==> src/rtl/hazard_pkg.sv <==
// Shared constants and FSM state type for the pipeline hazard controller.
package hazard_pkg;
  localparam logic [1:0] FWD_RF      = 2'b00;
  localparam logic [1:0] FWD_WB      = 2'b01;
  localparam logic [1:0] FWD_MEM     = 2'b10;
  localparam logic [1:0] RESULT_LOAD = 2'b01;

  typedef enum logic {RUN = 1'b0, WAIT = 1'b1} hz_state_t;
endpackage

==> src/rtl/hazard_if.sv <==
// Datapath <-> hazard controller bundle. HAZARD_PERF_EN adds the perf counter outputs.
interface hazard_if;
  logic [4:0] Rs1D, Rs2D, Rs1E, Rs2E, RdE, RdM, RdW;
  logic [1:0] ResultSrcE;
  logic       PCSrcE, RegWriteM, RegWriteW, MemReqM, dmem_ready;
  logic       StallF, StallD, StallE, StallM;
  logic       FlushD, FlushE, FlushW;
  logic [1:0] ForwardAE, ForwardBE;
  logic       mem_err;
`ifdef HAZARD_PERF_EN
  logic [31:0] perf_stall_cycles, perf_flushes, perf_aborts;

  modport master (
    output Rs1D, Rs2D, Rs1E, Rs2E, RdE, RdM, RdW, ResultSrcE, PCSrcE,
           RegWriteM, RegWriteW, MemReqM, dmem_ready,
    input  StallF, StallD, StallE, StallM, FlushD, FlushE, FlushW,
           ForwardAE, ForwardBE, mem_err,
           perf_stall_cycles, perf_flushes, perf_aborts
  );
  modport slave (
    input  Rs1D, Rs2D, Rs1E, Rs2E, RdE, RdM, RdW, ResultSrcE, PCSrcE,
           RegWriteM, RegWriteW, MemReqM, dmem_ready,
    output StallF, StallD, StallE, StallM, FlushD, FlushE, FlushW,
           ForwardAE, ForwardBE, mem_err,
           perf_stall_cycles, perf_flushes, perf_aborts
  );
`else
  modport master (
    output Rs1D, Rs2D, Rs1E, Rs2E, RdE, RdM, RdW, ResultSrcE, PCSrcE,
           RegWriteM, RegWriteW, MemReqM, dmem_ready,
    input  StallF, StallD, StallE, StallM, FlushD, FlushE, FlushW,
           ForwardAE, ForwardBE, mem_err
  );
  modport slave (
    input  Rs1D, Rs2D, Rs1E, Rs2E, RdE, RdM, RdW, ResultSrcE, PCSrcE,
           RegWriteM, RegWriteW, MemReqM, dmem_ready,
    output StallF, StallD, StallE, StallM, FlushD, FlushE, FlushW,
           ForwardAE, ForwardBE, mem_err
  );
`endif
endinterface

==> src/rtl/hazard_fwd_sel.sv <==
// Single-operand EX forwarding select; the MEM stage has the newer value so it wins.
module fwd_sel
  import hazard_pkg::*;
(
  input  logic [4:0] rs,
  input  logic [4:0] rd_m,
  input  logic       regwrite_m,
  input  logic [4:0] rd_w,
  input  logic       regwrite_w,
  output logic [1:0] fwd
);
  always_comb begin
    fwd = FWD_RF;
    if (regwrite_m && rd_m != 5'd0 && rd_m == rs)      fwd = FWD_MEM;
    else if (regwrite_w && rd_w != 5'd0 && rd_w == rs) fwd = FWD_WB;
  end
endmodule

==> src/rtl/hazard_ctrl.sv <==
// Stall/flush/forward control plus memory-wait watchdog for the five-stage core.
// Defining HAZARD_PERF_EN adds stall/flush/abort perf counters.
module hazard_ctrl
  import hazard_pkg::*;
#(
  parameter int MEM_TIMEOUT = 16
) (
  input logic   clk,
  input logic   reset,
  hazard_if.slave hz
);
  localparam logic [7:0] TMO = 8'(MEM_TIMEOUT);

  hz_state_t  state, state_nx;
  logic [7:0] wait_cnt, cnt_nx;
  logic       mem_err_q;
  logic       abort, mem_stall, lw_stall;

  fwd_sel u_fwd_a (.rs(hz.Rs1E), .rd_m(hz.RdM), .regwrite_m(hz.RegWriteM),
                   .rd_w(hz.RdW), .regwrite_w(hz.RegWriteW), .fwd(hz.ForwardAE));
  fwd_sel u_fwd_b (.rs(hz.Rs2E), .rd_m(hz.RdM), .regwrite_m(hz.RegWriteM),
                   .rd_w(hz.RdW), .regwrite_w(hz.RegWriteW), .fwd(hz.ForwardBE));

  assign abort     = (state == WAIT) && (wait_cnt == TMO) && !hz.dmem_ready;
  assign mem_stall = hz.MemReqM && !hz.dmem_ready && !abort;
  assign lw_stall  = (hz.ResultSrcE == RESULT_LOAD) && (hz.RdE != 5'd0) &&
                     ((hz.RdE == hz.Rs1D) || (hz.RdE == hz.Rs2D));

  always_ff @(posedge clk or negedge reset) begin
    if (!reset) begin
      state     <= RUN;
      wait_cnt  <= 8'd0;
      mem_err_q <= 1'b0;
    end else begin
      state    <= state_nx;
      wait_cnt <= cnt_nx;
      if (abort) mem_err_q <= 1'b1;
    end
  end

  always_comb begin
    state_nx = state;
    cnt_nx   = wait_cnt;
    case (state)
      RUN: if (mem_stall) begin
        state_nx = WAIT;
        cnt_nx   = 8'd1;
      end
      WAIT: if (abort || hz.dmem_ready || !hz.MemReqM) begin
        state_nx = RUN;
        cnt_nx   = 8'd0;
      end else begin
        cnt_nx   = wait_cnt + 8'd1;
      end
      default: begin
        state_nx = RUN;
        cnt_nx   = 8'd0;
      end
    endcase
  end

  // A frozen EX means a branch resolved there cannot be acted on yet.
  always_comb begin
    hz.StallF = 1'b0;
    hz.StallD = 1'b0;
    hz.StallE = 1'b0;
    hz.StallM = 1'b0;
    hz.FlushD = 1'b0;
    hz.FlushE = 1'b0;
    hz.FlushW = mem_stall || abort;
    if (mem_stall) begin
      hz.StallF = 1'b1;
      hz.StallD = 1'b1;
      hz.StallE = 1'b1;
      hz.StallM = 1'b1;
    end else if (hz.PCSrcE) begin
      hz.FlushD = 1'b1;
      hz.FlushE = 1'b1;
    end else if (lw_stall) begin
      hz.StallF = 1'b1;
      hz.StallD = 1'b1;
      hz.FlushE = 1'b1;
    end
  end

  assign hz.mem_err = mem_err_q;

`ifdef HAZARD_PERF_EN
  logic [31:0] stall_q, flush_q, abort_q;
  always_ff @(posedge clk or negedge reset) begin
    if (!reset) begin
      stall_q <= 32'd0;
      flush_q <= 32'd0;
      abort_q <= 32'd0;
    end else begin
      if (hz.StallF)                stall_q <= stall_q + 32'd1;
      if (hz.PCSrcE && !mem_stall) flush_q <= flush_q + 32'd1;
      if (abort)                    abort_q <= abort_q + 32'd1;
    end
  end
  assign hz.perf_stall_cycles = stall_q;
  assign hz.perf_flushes      = flush_q;
  assign hz.perf_aborts       = abort_q;
`endif
endmodule

==> src/flat_wrapper.sv <==
// flat-port wrapper written by rule: the top's interface ports become plain ports
module hazard_ctrl_flat import hazard_pkg::*;
#(
  parameter int MEM_TIMEOUT = 16
)
  (clk, reset, hz_Rs1D, hz_Rs2D, hz_Rs1E, hz_Rs2E, hz_RdE, hz_RdM, hz_RdW, hz_ResultSrcE, hz_PCSrcE, hz_RegWriteM, hz_RegWriteW, hz_MemReqM, hz_dmem_ready, hz_StallF, hz_StallD, hz_StallE, hz_StallM, hz_FlushD, hz_FlushE, hz_FlushW, hz_ForwardAE, hz_ForwardBE, hz_mem_err);
  hazard_if hz_i ();
  input logic clk;
  input logic reset;
  input wire logic [$bits(hz_i.Rs1D)-1:0] hz_Rs1D;
  input wire logic [$bits(hz_i.Rs2D)-1:0] hz_Rs2D;
  input wire logic [$bits(hz_i.Rs1E)-1:0] hz_Rs1E;
  input wire logic [$bits(hz_i.Rs2E)-1:0] hz_Rs2E;
  input wire logic [$bits(hz_i.RdE)-1:0] hz_RdE;
  input wire logic [$bits(hz_i.RdM)-1:0] hz_RdM;
  input wire logic [$bits(hz_i.RdW)-1:0] hz_RdW;
  input wire logic [$bits(hz_i.ResultSrcE)-1:0] hz_ResultSrcE;
  input wire logic [$bits(hz_i.PCSrcE)-1:0] hz_PCSrcE;
  input wire logic [$bits(hz_i.RegWriteM)-1:0] hz_RegWriteM;
  input wire logic [$bits(hz_i.RegWriteW)-1:0] hz_RegWriteW;
  input wire logic [$bits(hz_i.MemReqM)-1:0] hz_MemReqM;
  input wire logic [$bits(hz_i.dmem_ready)-1:0] hz_dmem_ready;
  output wire logic [$bits(hz_i.StallF)-1:0] hz_StallF;
  output wire logic [$bits(hz_i.StallD)-1:0] hz_StallD;
  output wire logic [$bits(hz_i.StallE)-1:0] hz_StallE;
  output wire logic [$bits(hz_i.StallM)-1:0] hz_StallM;
  output wire logic [$bits(hz_i.FlushD)-1:0] hz_FlushD;
  output wire logic [$bits(hz_i.FlushE)-1:0] hz_FlushE;
  output wire logic [$bits(hz_i.FlushW)-1:0] hz_FlushW;
  output wire logic [$bits(hz_i.ForwardAE)-1:0] hz_ForwardAE;
  output wire logic [$bits(hz_i.ForwardBE)-1:0] hz_ForwardBE;
  output wire logic [$bits(hz_i.mem_err)-1:0] hz_mem_err;
  assign hz_i.Rs1D = hz_Rs1D;
  assign hz_i.Rs2D = hz_Rs2D;
  assign hz_i.Rs1E = hz_Rs1E;
  assign hz_i.Rs2E = hz_Rs2E;
  assign hz_i.RdE = hz_RdE;
  assign hz_i.RdM = hz_RdM;
  assign hz_i.RdW = hz_RdW;
  assign hz_i.ResultSrcE = hz_ResultSrcE;
  assign hz_i.PCSrcE = hz_PCSrcE;
  assign hz_i.RegWriteM = hz_RegWriteM;
  assign hz_i.RegWriteW = hz_RegWriteW;
  assign hz_i.MemReqM = hz_MemReqM;
  assign hz_i.dmem_ready = hz_dmem_ready;
  assign hz_StallF = hz_i.StallF;
  assign hz_StallD = hz_i.StallD;
  assign hz_StallE = hz_i.StallE;
  assign hz_StallM = hz_i.StallM;
  assign hz_FlushD = hz_i.FlushD;
  assign hz_FlushE = hz_i.FlushE;
  assign hz_FlushW = hz_i.FlushW;
  assign hz_ForwardAE = hz_i.ForwardAE;
  assign hz_ForwardBE = hz_i.ForwardBE;
  assign hz_mem_err = hz_i.mem_err;
  hazard_ctrl #(.MEM_TIMEOUT(MEM_TIMEOUT)) u_core (.clk(clk), .reset(reset), .hz(hz_i));
endmodule
==> config.mk <==
export PLATFORM = sky130hd
export DESIGN_NAME = hazard_ctrl_flat
export DESIGN_NICKNAME = d
export VERILOG_FILES = /design/src/rtl/hazard_pkg.sv /design/src/rtl/hazard_if.sv /design/src/rtl/hazard_fwd_sel.sv /design/src/rtl/hazard_ctrl.sv /design/src/flat_wrapper.sv
export SDC_FILE = /design/constraint.sdc
export NUM_CORES = 1
export LEC_CHECK = 0
export ABC_AREA = 1
export CORE_UTILIZATION = 38
export DETAILED_ROUTE_END_ITERATION = 16
export PLACE_DENSITY = 0.76
export REMOVE_ABC_BUFFERS = 1
export SLEW_MARGIN = 30
export SYNTH_ARGS = -nofsm -noshare
export SYNTH_HDL_FRONTEND = slang
export SYNTH_HIERARCHICAL = 1
export SYNTH_SLANG_ARGS = --single-unit
==> constraint.sdc <==
create_clock -name clk -period 1.8 [get_ports clk]
set_clock_uncertainty 0.2 [all_clocks]
set_input_delay 0.54 -clock clk [delete_from_list [all_inputs] [get_ports clk]]
set_output_delay 0.54 -clock clk [all_outputs]
set_load 0.02 [all_outputs]
After elaboration in Yosys (flattened, before gate mapping)
Cells that the tools add are included.
{"block": "op_classes", "eq_ne": 9, "n_mux": 17, "bitwise_logic": 1, "n_reduce_logical": 22, "add_sub_neg": 1}
{"operator": "$eq 5x5->1", "n": 6}
{"operator": "$mux 8", "n": 2}
{"operator": "$pmux 8 s2", "n": 1}
{"operator": "$reduce_bool 5->1", "n": 3}
{"operator": "$logic_and 1x1->1", "n": 12}
{"operator": "$mux 1", "n": 11}
{"operator": "$add 8x1->8 const B", "n": 1}
{"operator": "$eq 8x5->1 const B", "n": 1}
{"operator": "$logic_or 1x1->1", "n": 4}
{"operator": "$mux 2", "n": 2}
{"operator": "$logic_not 1->1", "n": 3}
{"operator": "$eq 2x1->1 const B", "n": 1}
{"operator": "$ne 2x1->1 const B", "n": 1}
{"operator": "$pmux 1 s2", "n": 1}
{"operator": "$not 1->1", "n": 1}
{"block": "word_totals", "elab_cells": 53, "ff_bits": 10, "in_bits": 44, "output_inout_bits": 12}

Logic depth before layout (Yosys ltp)
{"block": "depth", "word_depth": 7, "depth_mapped": 9, "ltp_nobuf": 9}

By module
The synthesis kept the hierarchy.
{"mod": "hazard_ctrl", "cells_each": 128, "area_per_inst_um2": 807.0, "n_inst": 1, "seq_area_each_um2": 250.2}
{"mod": "fwd_sel", "cells_each": 50, "area_per_inst_um2": 214.0, "n_inst": 2, "seq_area_each_um2": 0.0}

Worst setup path before layout
Ideal clock, no wire load.
{"block": "synth_timing", "kind": "reg2out", "startpoint": "register u_core.wait_cnt[0]", "endpoint": "output port hz_StallF", "arrival_time_ns": 1.425, "path_buffers": 1, "t_required_ns": 1.060, "path_stages_with_launch": 9, "slack_ns": -0.365, "path_cell_list": "dfrtp_1 > inv_1 > ha_1 > inv_1 > nor3_1 > nand2_1 > nand2_2 > nand2_1 > buf_4"}
{"block": "synth_between", "elab_chain_cells": 6}
{"item": "start, declared", "line_no": "hazard_ctrl.sv:15", "source": "logic [7:0] wait_cnt, cnt_nx;"}
{"item": "start signal, assigned", "line_no": "hazard_ctrl.sv:36", "source": "wait_cnt <= cnt_nx;"}
{"item": "$eq 8x5->1", "line_no": "hazard_ctrl.sv:24", "source": "assign abort = (state == WAIT) && (wait_cnt == TMO) && !hz.dmem_ready;"}
{"item": "$logic_and 1x1->1 (2 in series)", "line_no": "hazard_ctrl.sv:24"}
{"item": "$logic_not 1->1", "line_no": "hazard_ctrl.sv:25", "source": "assign mem_stall = hz.MemReqM && !hz.dmem_ready && !abort;"}
{"item": "$logic_and 1x1->1", "line_no": "hazard_ctrl.sv:25"}
{"item": "$mux 1"}
{"item": "end, declared", "line_no": "flat_wrapper.sv:23", "source": "output wire logic [$bits(hz_i.StallF)-1:0] hz_StallF;"}
Every way passes these cells.

Final worst setup path
{"block": "layout_timing", "startpoint": "register u_core.wait_cnt[1]", "endpoint": "output port hz_StallD"}
{"block": "layout_between", "elab_chain_cells": 6}
{"item": "$eq 8x5->1", "line_no": "hazard_ctrl.sv:24"}
{"item": "$logic_and 1x1->1 (2 in series)", "line_no": "hazard_ctrl.sv:24"}
{"item": "$logic_not 1->1", "line_no": "hazard_ctrl.sv:25"}
{"item": "$logic_and 1x1->1", "line_no": "hazard_ctrl.sv:25"}
{"item": "$mux 1", "line_no": "hazard_ctrl.sv:71", "source": "if (mem_stall) begin"}
{"item": "end, declared", "line_no": "flat_wrapper.sv:24", "source": "output wire logic [$bits(hz_i.StallD)-1:0] hz_StallD;"}
Every way passes these cells.

==> qor.yml <==
outcome:
  status: "finished with violations"
  violations: "setup timing"
timing:
  fin_ws_ps: -500
  slew_headroom_pct: 84.7
  finalSetupViolCount: 16
  fin_setup_tns_ps: -6320
  hold_viol_final: 0
  fin_crit_sh_pct: 128
  final-max-slew-violation-count: 0
  clock.fmax_ghz: 0.435
  period_minus_slack_ps: 2300
  rsz0062_at_grt: "true"
  tightest_slew_ps: 229
  fin_hold_ws_ps: 265
hold_path:
  whs_endpoint: "u_core/hz.mem_err"
  holdPathStages: 2
  hp-class: "reg -> reg"
  min-delay-start: "u_core/hz.mem_err"
critical_path:
  ff2ff_setup_slack_ps: -470
  end_kind: "output pin"
  ff2ff_path_depth: 14
  r2r_start: "u_core/wait_cnt[1]"
  arrival_ps: 1560
  worstSetupPathType: "reg -> out"
  path_max_fanout: 5
  start_kind: "flip-flop"
  required_ps: 1060
  r2r-end: "u_core/wait_cnt[1]"
detailed_routing:
  first_pass_iters: 4
  drc_errors: 0
  vias: 1709
  routed_wl_um: 4200
  drtAntennaViolNets: 0
  drt_iter0_markers: 84
  wl_per_cell_um: 11.5
  via_per_inst: 4.67
pwr:
  p_leak_nw: 1.28
  power_density_nw_per_um2: 371
  p_int_mw: 0.575
  p_switching_mw: 0.296
  combPwrFrac_pct: 49.3
  pwr-share-seq_pct: 27.3
  pwr-share-clk_pct: 23.4
  swShare_pct: 34.0
  irDropWorstVdd_uv: 152
grt:
  grt_use_total_pct: 24.0
  grt_pass1_vias: 1621
  grt_pass1_wl_um: 6430
  grt_overflow: 0
  grt_max_degree: 11
  antenna_found_initial: 0
synth:
  ys_seq_area_share_pct: 20.3
  syn_area_per_cell_um2: 5.42
  post_synth_num_cell_types: 22
  syn-cell-area_um2: 1230
  yosysWarnings: 6
  synth-seq-cells: 10
  netlist_instances: 228
clock_tree:
  cts_tree: "yes"
  cts_made_buffers: 3
  clockBufferDepth: 2
  cts_max_level: 1
  clk_pin_slew_worst_paths_ps: 70
  clock-sinks: 10
  insertion_delay_ps: 260
  root_buffer: "clkbuf_4"
die:
  die_h_um: 59.0
  start_util_pct: 40.1
  die_area_um2: 3480
  rows: 20
  io_pins: 56
  core_um2: 3080
  die_w_um: 59.0
run:
  maxCapViolations: 0
cells_and_area:
  layout.cells.non_filler: 366
  final_cell_mix: "nand2_1, buf_4, inv_1, inv_2, nor2_1"
  area_growth_pct: 90.3
  antenna_cells: 0
  final_nets: 369
  final_common_cell: "nand2_1"
  drive_gt1_share_pct: 45.0
  post-route-util_pct: 76.3
placed_design:
  dp_hpwl_um: 2800
  io_buffers: 55
  dpl.cell_count: 345
  gp_congestion: 0.869
synthesized netlist by cell type:
library cell  count  area [um^2]
o21ai_0           8         40.0
a21oi_1           4         20.0
inv_1            47          176
buf_4             2         15.0
nor3_1            1         5.00
nand2_1          77          289
o21ai_1           1         5.00
dfrtp_1          10          250
nand2_2           4         25.0
xnor2_1           3         26.3
o22ai_1           3         18.8
xor2_1            6         52.6
nand4_1           3         18.8
nand3_1          15         75.1
nor2_2            4         25.0
nand3b_1          1         7.51
ha_1              2         25.0
nor3_2            1         10.0
inv_2             6         22.5
o21bai_2          1         11.3
nor2_1           27          101
a21boi_0          2         15.0
metrics by stage:
step / worst slack, ps / cell area, um^2 / power [mW]
finish: -500 / 2350 / 0.871
global route: -570 / 2350 / 0.932
CTS: -494 / 2160 / 0.813
detailed placement: -1210 / 1980 / 0.576
global placement: -1180 / 1980 / 0.571
floorplan: -249 / 1220 / 0.381
worst max-delay path by stage:
stage | start | to | slack [ps]
floorplan | u_core/wait_cnt[0] | hz_StallD | -250
global placement | hz_RdE[1] | hz_FlushE | -1180
detailed placement | hz_RdE[0] | hz_FlushE | -1210
CTS | u_core/wait_cnt[1] | hz_FlushE | -490
global route | u_core/wait_cnt[1] | hz_FlushE | -570
finish | u_core/wait_cnt[1] | hz_StallD | -500
cell type report:
class	instances	area, um^2
sequential	10	250
multi-input combinational	163	970
tap	44	55.1
inverter	53	209
timing repair buffer	92	830
fill	255	728
clock buffer	4	36.3
kinds of logic after synthesis:
group,Yosys count,share of synthesized area [%]
and+or+nand+nor,133,45.1
xor gates and xnor gates,9,6.38
buffers and inverters,55,17.3
DFF,10,20.3
adders and majority gates,2,2.03
AOI/OAI and AO/OA,19,8.92
flip-flops by register name, indices dropped and copies added (netlist names):
signal / flops
u_core/wait_cnt: 8
u_core/hz.mem_err: 1
u_core/state: 1
critical path, cell delays in order, from the launching register on:
cell and delay [ps]:
dfrtp_1 400, inv_2 90, ha_4 130, inv_2 40
nor3_4 140, nand2_2 110, nand2_4 110, buf_6 110
nand2_4 40, buf_6 130
power by group through the flow:
stage	clock, mW	sequential [mW]	combinational (mW)
floorplan	0	0.242	0.139
global placement	0	0.240	0.331
detailed placement	0	0.240	0.335
CTS	0.213	0.237	0.363
global route	0.223	0.238	0.471
finish	0.204	0.237	0.430
metal layers:
layer	GRT usage [%]	share of wire [%]	wire length, um
met5	0	0	0
met4	7.14	1.3	55
met1	25.3	38	1590
met3	3.06	4.1	174
met2	48.5	57	2380
timing repair:
item	in CTS	in global routing
resized for setup	226	59
setup buffers	13	4
endpoints found under the setup margin	12	16
hold buffers	0	0
pin swaps	44	28
Note: power is estimated with default switching activity, not from simulation.
